<file path="config.mk">
export PLATFORM = sky130hd
export DESIGN_NAME = combo_move_engine
export DESIGN_NICKNAME = d
export VERILOG_FILES = /design/src/rtl/combo_pkg.sv /design/src/rtl/combo_matcher.sv /design/src/rtl/combo_move_engine.sv
export SDC_FILE = /design/constraint.sdc
export NUM_CORES = 1
export LEC_CHECK = 0
export BUFFER_PORTS_ARGS = -buffer_cell sky130_fd_sc_hd__buf_4
export CORE_ASPECT_RATIO = 0.5
export CORE_MARGIN = 4
export CORE_UTILIZATION = 65
export DETAILED_ROUTE_END_ITERATION = 6
export PLACE_DENSITY = 0.83
export SYNTH_ARGS = -nofsm -noshare
export SYNTH_HDL_FRONTEND = slang
export SYNTH_SLANG_ARGS = --single-unit
</file>
<file path="constraint.sdc">
create_clock -name clk_i -period 5 [get_ports clk_i]
set_clock_uncertainty 0.2 [all_clocks]
set_input_delay 0.5 -clock clk_i [delete_from_list [all_inputs] [get_ports clk_i]]
set_output_delay 0.5 -clock clk_i [all_outputs]
set_load 0.02 [all_outputs]
</file>
<file path="src/rtl/combo_pkg.sv">
// Shared token encodings, widths and the default combo table for the combo move engine.
package combo_pkg;

    localparam int TOK_W = 3;

    localparam logic [TOK_W-1:0] TOK_NONE   = 3'd0;
    localparam logic [TOK_W-1:0] TOK_UP     = 3'd1;
    localparam logic [TOK_W-1:0] TOK_DOWN   = 3'd2;
    localparam logic [TOK_W-1:0] TOK_LEFT   = 3'd3;
    localparam logic [TOK_W-1:0] TOK_RIGHT  = 3'd4;
    localparam logic [TOK_W-1:0] TOK_ATTACK = 3'd5;

    localparam int DEF_NUM_COMBOS  = 3;
    localparam int DEF_MAX_SEQ_LEN = 10;
    localparam int DEF_SEQ_W       = DEF_NUM_COMBOS * DEF_MAX_SEQ_LEN * TOK_W;

    // Places token j of combo k (1-based k) into a packed sequence table.
    function automatic logic [DEF_SEQ_W-1:0] put_tok(input logic [DEF_SEQ_W-1:0] v,
                                                     input int k, input int j,
                                                     input logic [TOK_W-1:0] t);
        logic [DEF_SEQ_W-1:0] r;
        r = v;
        r[((k - 1) * DEF_MAX_SEQ_LEN + j) * TOK_W +: TOK_W] = t;
        return r;
    endfunction

    function automatic logic [DEF_SEQ_W-1:0] default_seq();
        logic [DEF_SEQ_W-1:0] s;
        s = '0;
        s = put_tok(s, 1, 0, TOK_ATTACK);
        s = put_tok(s, 2, 0, TOK_LEFT);
        s = put_tok(s, 2, 1, TOK_DOWN);
        s = put_tok(s, 2, 2, TOK_RIGHT);
        s = put_tok(s, 2, 3, TOK_ATTACK);
        s = put_tok(s, 3, 0, TOK_UP);
        s = put_tok(s, 3, 1, TOK_UP);
        s = put_tok(s, 3, 2, TOK_DOWN);
        s = put_tok(s, 3, 3, TOK_DOWN);
        s = put_tok(s, 3, 4, TOK_LEFT);
        s = put_tok(s, 3, 5, TOK_RIGHT);
        s = put_tok(s, 3, 6, TOK_LEFT);
        s = put_tok(s, 3, 7, TOK_RIGHT);
        s = put_tok(s, 3, 8, TOK_ATTACK);
        return s;
    endfunction

    localparam logic [DEF_SEQ_W-1:0]          DEF_COMBO_SEQ = default_seq();
    localparam logic [DEF_NUM_COMBOS*4-1:0]   DEF_COMBO_LEN = {4'd9, 4'd4, 4'd1};

endpackage

</file>
<file path="src/rtl/combo_matcher.sv">
// Tracks progress through one combo sequence; pulses match_o for one cycle on completion.
module combo_matcher
    import combo_pkg::*;
#(
    parameter int                           LEN         = 1,
    parameter int                           MAX_SEQ_LEN = DEF_MAX_SEQ_LEN,
    parameter logic [MAX_SEQ_LEN*TOK_W-1:0] SEQ         = '0
) (
    input  logic             clk_i,
    input  logic             reset_i,
    input  logic             clear_i,
    input  logic             tok_valid_i,
    input  logic [TOK_W-1:0] tok_i,
    output logic             match_o,
    output logic             busy_o
);

    localparam int             IW   = $clog2(MAX_SEQ_LEN + 1);
    localparam logic [IW-1:0]  LAST = IW'((LEN > 0) ? LEN - 1 : 0);

    logic [IW-1:0]    idx_q;
    logic             match_q;
    logic [TOK_W-1:0] exp_tok;
    logic [TOK_W-1:0] first_tok;

    assign exp_tok   = SEQ[idx_q * TOK_W +: TOK_W];
    assign first_tok = SEQ[TOK_W-1:0];

    always_ff @(posedge clk_i) begin
        if (reset_i || clear_i) begin
            idx_q   <= '0;
            match_q <= 1'b0;
        end else begin
            match_q <= 1'b0;
            if (tok_valid_i && (LEN > 0)) begin
                if (tok_i == exp_tok) begin
                    if (idx_q == LAST) begin
                        match_q <= 1'b1;
                        idx_q   <= '0;
                    end else begin
                        idx_q   <= idx_q + IW'(1);
                    end
                end else if (tok_i == first_tok) begin
                    // A wrong token may still be a fresh start of this sequence.
                    if (LAST == '0) begin
                        match_q <= 1'b1;
                        idx_q   <= '0;
                    end else begin
                        idx_q   <= IW'(1);
                    end
                end else begin
                    idx_q <= '0;
                end
            end
        end
    end

    assign match_o = match_q;
    assign busy_o  = (idx_q != '0);

endmodule

</file>
<file path="src/rtl/combo_move_engine.sv">
// Combo recogniser: edge detect, token priority, gap timer, match resolve, output registers.
// Optional AI override path enabled by defining COMBO_AI_BYPASS_EN.
module combo_move_engine
    import combo_pkg::*;
#(
    parameter int                                    NUM_COMBOS  = DEF_NUM_COMBOS,
    parameter int                                    MAX_SEQ_LEN = DEF_MAX_SEQ_LEN,
    parameter int                                    GAP_CYCLES  = 25_000_000,
    parameter logic [NUM_COMBOS*MAX_SEQ_LEN*TOK_W-1:0] COMBO_SEQ = DEF_COMBO_SEQ,
    parameter logic [NUM_COMBOS*4-1:0]               COMBO_LEN   = DEF_COMBO_LEN,
    localparam int                                   CW          = $clog2(NUM_COMBOS + 1)
) (
    input  logic          clk_i,
    input  logic          reset_i,
    input  logic          up_i,
    input  logic          down_i,
    input  logic          left_i,
    input  logic          right_i,
    input  logic          attack_i,
    input  logic          attack_allowed_i,
`ifdef COMBO_AI_BYPASS_EN
    input  logic          ai_bypass_i,
    input  logic          ai_strobe_i,
    input  logic [CW-1:0] ai_combo_i,
`endif
    output logic          combo_strobe_o,
    output logic [CW-1:0] combo_move_o,
    output logic          busy_o
);

    localparam int GW = $clog2(GAP_CYCLES + 1);

    logic [4:0]            lvl;
    logic [4:0]            prev_q;
    logic [4:0]            rise;
    logic [TOK_W-1:0]      tok_d, tok_q;
    logic                  tok_vld_d, tok_vld_q;
    logic [GW-1:0]         gap_d, gap_q;
    logic                  timeout;
    logic                  bypass;
    logic [NUM_COMBOS-1:0] match;
    logic [NUM_COMBOS-1:0] mbusy;
    logic                  any_match;
    logic                  clear;
    logic [CW-1:0]         sel;
    logic                  strobe_d, strobe_q;
    logic [CW-1:0]         move_d, move_q;

`ifdef COMBO_AI_BYPASS_EN
    assign bypass = ai_bypass_i;
`else
    assign bypass = 1'b0;
`endif

    assign lvl  = {attack_i, up_i, down_i, left_i, right_i};
    assign rise = lvl & ~prev_q;

    always_comb begin
        tok_d = TOK_NONE;
        if      (rise[4]) tok_d = TOK_ATTACK;
        else if (rise[3]) tok_d = TOK_UP;
        else if (rise[2]) tok_d = TOK_DOWN;
        else if (rise[1]) tok_d = TOK_LEFT;
        else if (rise[0]) tok_d = TOK_RIGHT;
    end

    assign tok_vld_d = (tok_d != TOK_NONE) && !bypass;

    // Timer measures idle time since the last token the matchers consumed.
    always_comb begin
        gap_d = gap_q;
        if (tok_vld_q)                     gap_d = '0;
        else if (gap_q != GW'(GAP_CYCLES)) gap_d = gap_q + GW'(1);
    end

    assign busy_o    = |mbusy;
    assign timeout   = busy_o && (gap_q == GW'(GAP_CYCLES)) && !tok_vld_q;
    assign any_match = |match;
    assign clear     = any_match || timeout || bypass;

    for (genvar k = 0; k < NUM_COMBOS; k++) begin : g_match
        if (int'(COMBO_LEN[k*4 +: 4]) > MAX_SEQ_LEN) begin : g_bad_len
            $error("combo_move_engine: COMBO_LEN of combo %0d exceeds MAX_SEQ_LEN", k + 1);
        end
        combo_matcher #(
            .LEN         (int'(COMBO_LEN[k*4 +: 4])),
            .MAX_SEQ_LEN (MAX_SEQ_LEN),
            .SEQ         (COMBO_SEQ[k*MAX_SEQ_LEN*TOK_W +: MAX_SEQ_LEN*TOK_W])
        ) u_matcher (
            .clk_i       (clk_i),
            .reset_i     (reset_i),
            .clear_i     (clear),
            .tok_valid_i (tok_vld_q),
            .tok_i       (tok_q),
            .match_o     (match[k]),
            .busy_o      (mbusy[k])
        );
    end

    always_comb begin
        sel = '0;
        for (int k = 1; k <= NUM_COMBOS; k++) begin
            if (match[k-1]) sel = CW'(k);
        end
    end

    always_comb begin
        strobe_d = any_match && attack_allowed_i;
        move_d   = strobe_d ? sel : '0;
`ifdef COMBO_AI_BYPASS_EN
        if (ai_bypass_i) begin
            strobe_d = ai_strobe_i && attack_allowed_i;
            move_d   = strobe_d ? ai_combo_i : '0;
        end
`endif
    end

    always_ff @(posedge clk_i) begin
        if (reset_i) begin
            prev_q    <= '0;
            tok_q     <= TOK_NONE;
            tok_vld_q <= 1'b0;
            gap_q     <= '0;
            strobe_q  <= 1'b0;
            move_q    <= '0;
        end else begin
            prev_q    <= lvl;
            tok_q     <= tok_d;
            tok_vld_q <= tok_vld_d;
            gap_q     <= gap_d;
            strobe_q  <= strobe_d;
            move_q    <= move_d;
        end
    end

    assign combo_strobe_o = strobe_q;
    assign combo_move_o   = move_q;

endmodule

</file>
Yosys cells after proc, flatten, opt, wreduce, memory -nomap -nowiden --
Cells that the tools add are included.
Word-level totals: bits in registers 52, latch bits 0, bits in writable memories 0, bits in read-only memories 0, input port bits 8, output and inout bits 4, memories 0
Operators by class: add/sub/neg operators 4, $mul 3, div/mod/pow operators 0, order comparisons 0, equality and inequality tests 10, shifts and indexed selects 3, mux-type cells 21, bitwise operators 6, reductions and logical operators 18
Operators with widths (count):
- 30-bit by 7-bit indexed part select with 3-bit output, first input constant | 3
- 25-bit by 1-bit adder with 25-bit output, second input constant | 1
- 25-bit equality test, second input constant | 1
- 25-bit inequality test, second input constant | 1
- 4-bit 2-to-1 mux | 6
- 4-bit by 2-bit multiplier with 6-bit output, second input constant | 3
- 3-bit 2-to-1 mux | 5
- 4-bit by 1-bit adder with 4-bit output, second input constant | 3
- 4-bit nonzero test | 3
- 3-bit OR reduction | 4
- 3-bit equality test | 3
- 1-bit 2-to-1 mux | 8
- 2-bit OR reduction | 3
- 5-bit AND | 1
- 5-bit NOT | 1
- 4-bit by 2-bit equality test with 1-bit output, second input constant | 1
- 4-bit equality test, second input constant | 1
- 4-bit logical NOT | 1
- 2-bit 2-to-1 mux | 2
- 1-bit NOT | 4
- 3-bit by 1-bit equality test with 1-bit output, second input constant | 1
- 3-bit by 2-bit equality test with 1-bit output, second input constant | 1
- 3-bit equality test, second input constant | 1
- 1-bit logical AND | 3
- 3 further kinds | 4

Logic depth before layout (Yosys ltp) --
depth after elaboration 8, gate-level depth with buffers 7

Modules after synthesis --
Synthesis repeated with hierarchy kept, for this count alone.
Unflattened totals: cells, all modules 317, area, all modules 2741.4 um^2
By module, submodules not included:
- combo_move_engine | times used 1, cells each 190, area an instance 1637.8 um^2
- combo_matcher (g_match[2].u_matcher) | times used 1, cells each 52, area an instance 445.4 um^2
- combo_matcher (g_match[1].u_matcher) | times used 1, cells each 41, area an instance 351.6 um^2
- combo_matcher (g_match[0].u_matcher) | times used 1, cells each 34, area an instance 306.5 um^2

Worst setup path after synthesis --
OpenSTA, ideal clock, no wires.
kind register to register, start register gap_q[0], end register gap_q[24], setup time 0.122 ns, arrival time 1.664 ns, path slack 3.014 ns, cell stages (with the launch flop) 8, path buffers 1, clock period less this slack 1.986 ns, cells stage by stage dfxtp_1 ha_1 inv_1 or4_1 buf_2 nor3_2 xnor2_1 nor2_1
On the way: word-level cells in the longest chain between the ends 1, elaborated cells on any way between the ends 2
Ends and longest elaborated chain:
- from (decl) | line combo_move_engine.sv:38 | logic [GW-1:0] gap_d, gap_q;
- from (signal assigned) | line combo_move_engine.sv:130 | gap_q <= gap_d;
- 25-bit by 1-bit adder with 25-bit output / 25-bit inequality test (equally long branches) | line combo_move_engine.sv:73 | else if (gap_q != GW'(GAP_CYCLES)) gap_d = gap_q + GW'(1);
Several ways; a longest one is shown, not always the timed one. A chain may end at the register's enable or synchronous reset.

Final worst setup path --
start register g_match[0].u_matcher.idx_q[0], end output busy_o
On the way: word-level cells in the longest chain between the ends 2
Ends and longest elaborated chain:
- from (decl) | line combo_matcher.sv:21 | logic [IW-1:0] idx_q;
- from (signal assigned) | line combo_matcher.sv:41 | idx_q <= idx_q + IW'(1);
- 4-bit nonzero test | line combo_matcher.sv:59 | assign busy_o = (idx_q != '0);
- 3-bit OR reduction | line combo_move_engine.sv:76 | assign busy_o = |mbusy;
- to (decl) | line combo_move_engine.sv:28 | output logic busy_o
Every way passes these cells.

==> summary.md <==
| Metric | Value |
|---|---|
| Final Max Tran Viols | `0` |
| Chip width | `97.1 um` |
| Worst Setup Start Kind | `flip-flop` |
| Max Freq | `0.394 GHz` |
| IO Pins | `12` |
| WL/cell | `14.4 um` |
| CTS max path bufs | `2` |
| Slew @ Worst Pin | `0.746 ns` |
| Max-Cap Viols | `0` |
| Diodes inserted | `0` |
| DP HPWL | `3580 um` |
| Fin nets | `321` |
| Critical path, cell by cell | `inv_1 > ha_1 > nor3b_1 > nand4_1 > buf_4` |
| Antenna viol nets, final | `0` |
| Clk_lat worst skew | `0.30 ns` |
| FF+latch count, synth | `52` |
| Clock network fraction of total power | `34.2%` |
| Critical path's top delay family | `simple AND/OR/NAND/NOR gates` |
| Seq/Total Area, Yosys | `40.4%` |
| Layout area overhead | `7.62%` |
| # DRC | `0` |
| Clk slew on worst S/H paths | `0.09 ns` |
| Fin Hold WS | `0.229 ns` |
| Final Cell Area | `2770 um2` |
| GRT Total Usage | `21.7%` |
| Layout cells sized above 1 | `10.5%` |
| RSZ-0062 raised after global routing | `no` |
| P_sw | `171 uW` |
| CTS tree | `done` |
| Final Setup Violations | `0` |
| Crit end category | `output pin` |
| Num rows | `15` |
| Rel. slew slack | `49.9%` |
| Worst min-delay path category | `input port to flip-flop` |
| Drt total wl | `5110 um` |
| Tot Pwr | `738 uW` |
| WP data arrival | `1.84 ns` |
| Num CTS Buffers | `5` |
| Root Driver | `clkbuf_8` |
| Final core occ | `76.6%` |
| Fin crit share | `50.8%` |
| Syn Inst Count | `297` |
| DRT Pass-1 Iters | `4` |
| Pwr per Cell Area | `266 nW/um2` |
| Async SR Flop Fraction | `0%` |
| CP bufs+invs | `2` |
| CTS Sinks | `52` |
| Sw Share | `23.2%` |
| Gpl congestion | `0.847` |
| Synth Net Count | `313` |
| Combinational Power Share | `7.0%` |
| Initial antenna violation count | `0` |
| EDFF count, synth | `0` |
| Placement Cell Area | `2680 um2` |
| Setup bufs post-CTS | `0` |
| PostCTS Resize Cnt | `0` |
| Leakage power | `0.000986 uW` |
| WS Path Type | `flip-flop to output pin` |
| Cts hold-fix bufs | `0` |
| Vias in the first global route | `2010` |
| Die ar. | `5100 um2` |
| Core Area | `3620 um2` |
| Commonest non-fill, non-tap cells in the layout | `dfxtp_1 (52), nor2_1 (38), inv_1 (19), nand2_1 (19)` |
| Cell-internal power | `567 uW` |
| Final min period | `2.54 ns` |
| Syn_area_per_cell | `8.68 um2` |
| Largest net degree at the start of global routing | `26` |
| Initial core utilization | `71.2%` |
| Max H-tree Level | `2` |
| Netlist Area Pre-Place | `2580 um2` |
| DRT iter0 DRCs | `105` |
| Synth Flop Type | `dfxtp_1` |
| Die height | `52.5 um` |
| Leading cell type in the layout, fill and taps excluded | `dfxtp_1` |
| Peak supply drop | `0.000181 V` |
| Status | `finished clean` |
| I/O Buffers | `11` |
| First-pass GRT wire length | `8820 um` |
| Hold Vio Cnt, Final | `0` |
| Via density | `5.94` |
| Yosys Warn Count | `0` |
| Via Count | `2115` |
| Worst path max stage delay | `0.42 ns` |
| Worst EP required | `4.30 ns` |
| Crit path max fanout | `5` |
| TNS Setup | `0 ns` |
| Seq pwr share | `58.8%` |
| GR Overflow Total | `0` |
| Slowest-stage cell, CP | `nor3b_1` |
| Yosys cell types | `49` |
## flip-flops by register name, indices dropped and copies added, names as in the netlist
register,flops
combo_move_o,2
combo_strobe_o,1
g_match.u_matcher.idx_q,12
g_match.u_matcher.match_o,3
gap_q,25
prev_q,5
tok_q,3
tok_vld_q,1
## power by group through the flow
stage	Clock [uW]	Sequential [uW]	Combinational, uW
final	253	433	51.7
after global routing	273	435	57.4
after CTS	258	433	51.2
after detailed placement	0	443	50.8
after global placement	0	442	49.1
after floorplan	0	436	40.8
## cell usage after synthesis, drive strengths merged, types with 2 or more instances
master	instances	area share, %
nor3	12	3.1
nand4	12	3.2
clkbuf	8	1.2
dfxtp	52	40
or3	4	0.97
nor4	7	2.5
nand3	14	2.7
o21ai	8	1.7
or2	2	0.49
ha	8	3.9
a21o	2	0.58
xnor2	14	4.8
nor2	38	5.5
inv	19	2.8
nor2b	7	1.7
nor3b	2	0.58
and3	6	1.5
buf	2	0.63
a32o	2	0.78
xor2	14	4.8
mux2i	3	1.2
a21oi	10	1.9
a211oi	2	0.78
nand2b	7	1.7
a22o	3	1.0
nand2	19	2.8
or4	3	1.0
a31oi	3	0.97
nand3b	3	0.87
nor4bb	2	0.78
## layer usage
metal / track usage, % / up-vias / routed length, um / part of all wire (%)
li1: - / 1054 / - / -
met1: 25.8 / 978 / 2320 / 45
met2: 40.0 / 71 / 2410 / 47
met3: 4.91 / 12 / 279 / 5.5
met4: 6.53 / 0 / 96 / 1.9
met5: 0 / - / 0 / 0
## final timing paths
| path | from | end | slack [ns] | cells past startpoint |
|---|---|---|---|---|
| max | g_match[0].u_matcher.idx_q[0] | busy_o | 2.46 | 5 |
| min | right_i | prev_q[0] | 0.23 | 2 |
| max reg2reg | g_match[2].u_matcher.idx_q[0] | g_match[2].u_matcher.idx_q[1] | 2.68 | 7 |
| min reg2reg | g_match[2].u_matcher.match_o | combo_move_o[1] | 0.31 | 2 |
## stage by stage
stage / setup WS, ns / instances
after floorplan: 3.01 / 297
after global placement: 2.84 / 349
after detailed placement: 2.76 / 349
after CTS: 2.50 / 356
after global routing: 2.32 / 356
final: 2.46 / 356
## worst reg2reg max path, cell delays in order, from the launching register on
cell	delay (ns)
dfxtp_1	0.46
inv_1	0.10
ha_1	0.24
nand2_1	0.19
a211oi_2	0.10
o311ai_1	0.49
nor3_1	0.18
a22o_1	0.26
## logic make-up (layout without fill, tap and decap cells)
group           count (synthesis)  in the layout  share of synthesized area, %
compound gates                 35             35                          9.76
xor+xnor                       28             28                          9.51
fa+ha+maj                       8              8                          3.88
buf+inv                        29             37                          4.56
flops                          52             52                          40.4
mux                             3              3                          1.17
simple gates                  142            142                          30.7
## cell type report
cell class / count / area [um2]
Inverter: 19 / 71.3
Tap cell: 51 / 63.8
Multi-Input combinational cell: 216 / 1420
Fill cell: 252 / 848
Clock buffer: 7 / 96.3
Timing Repair Buffer: 11 / 82.6
Sequential cell: 52 / 1040
Power figures use the tool's default switching activity.
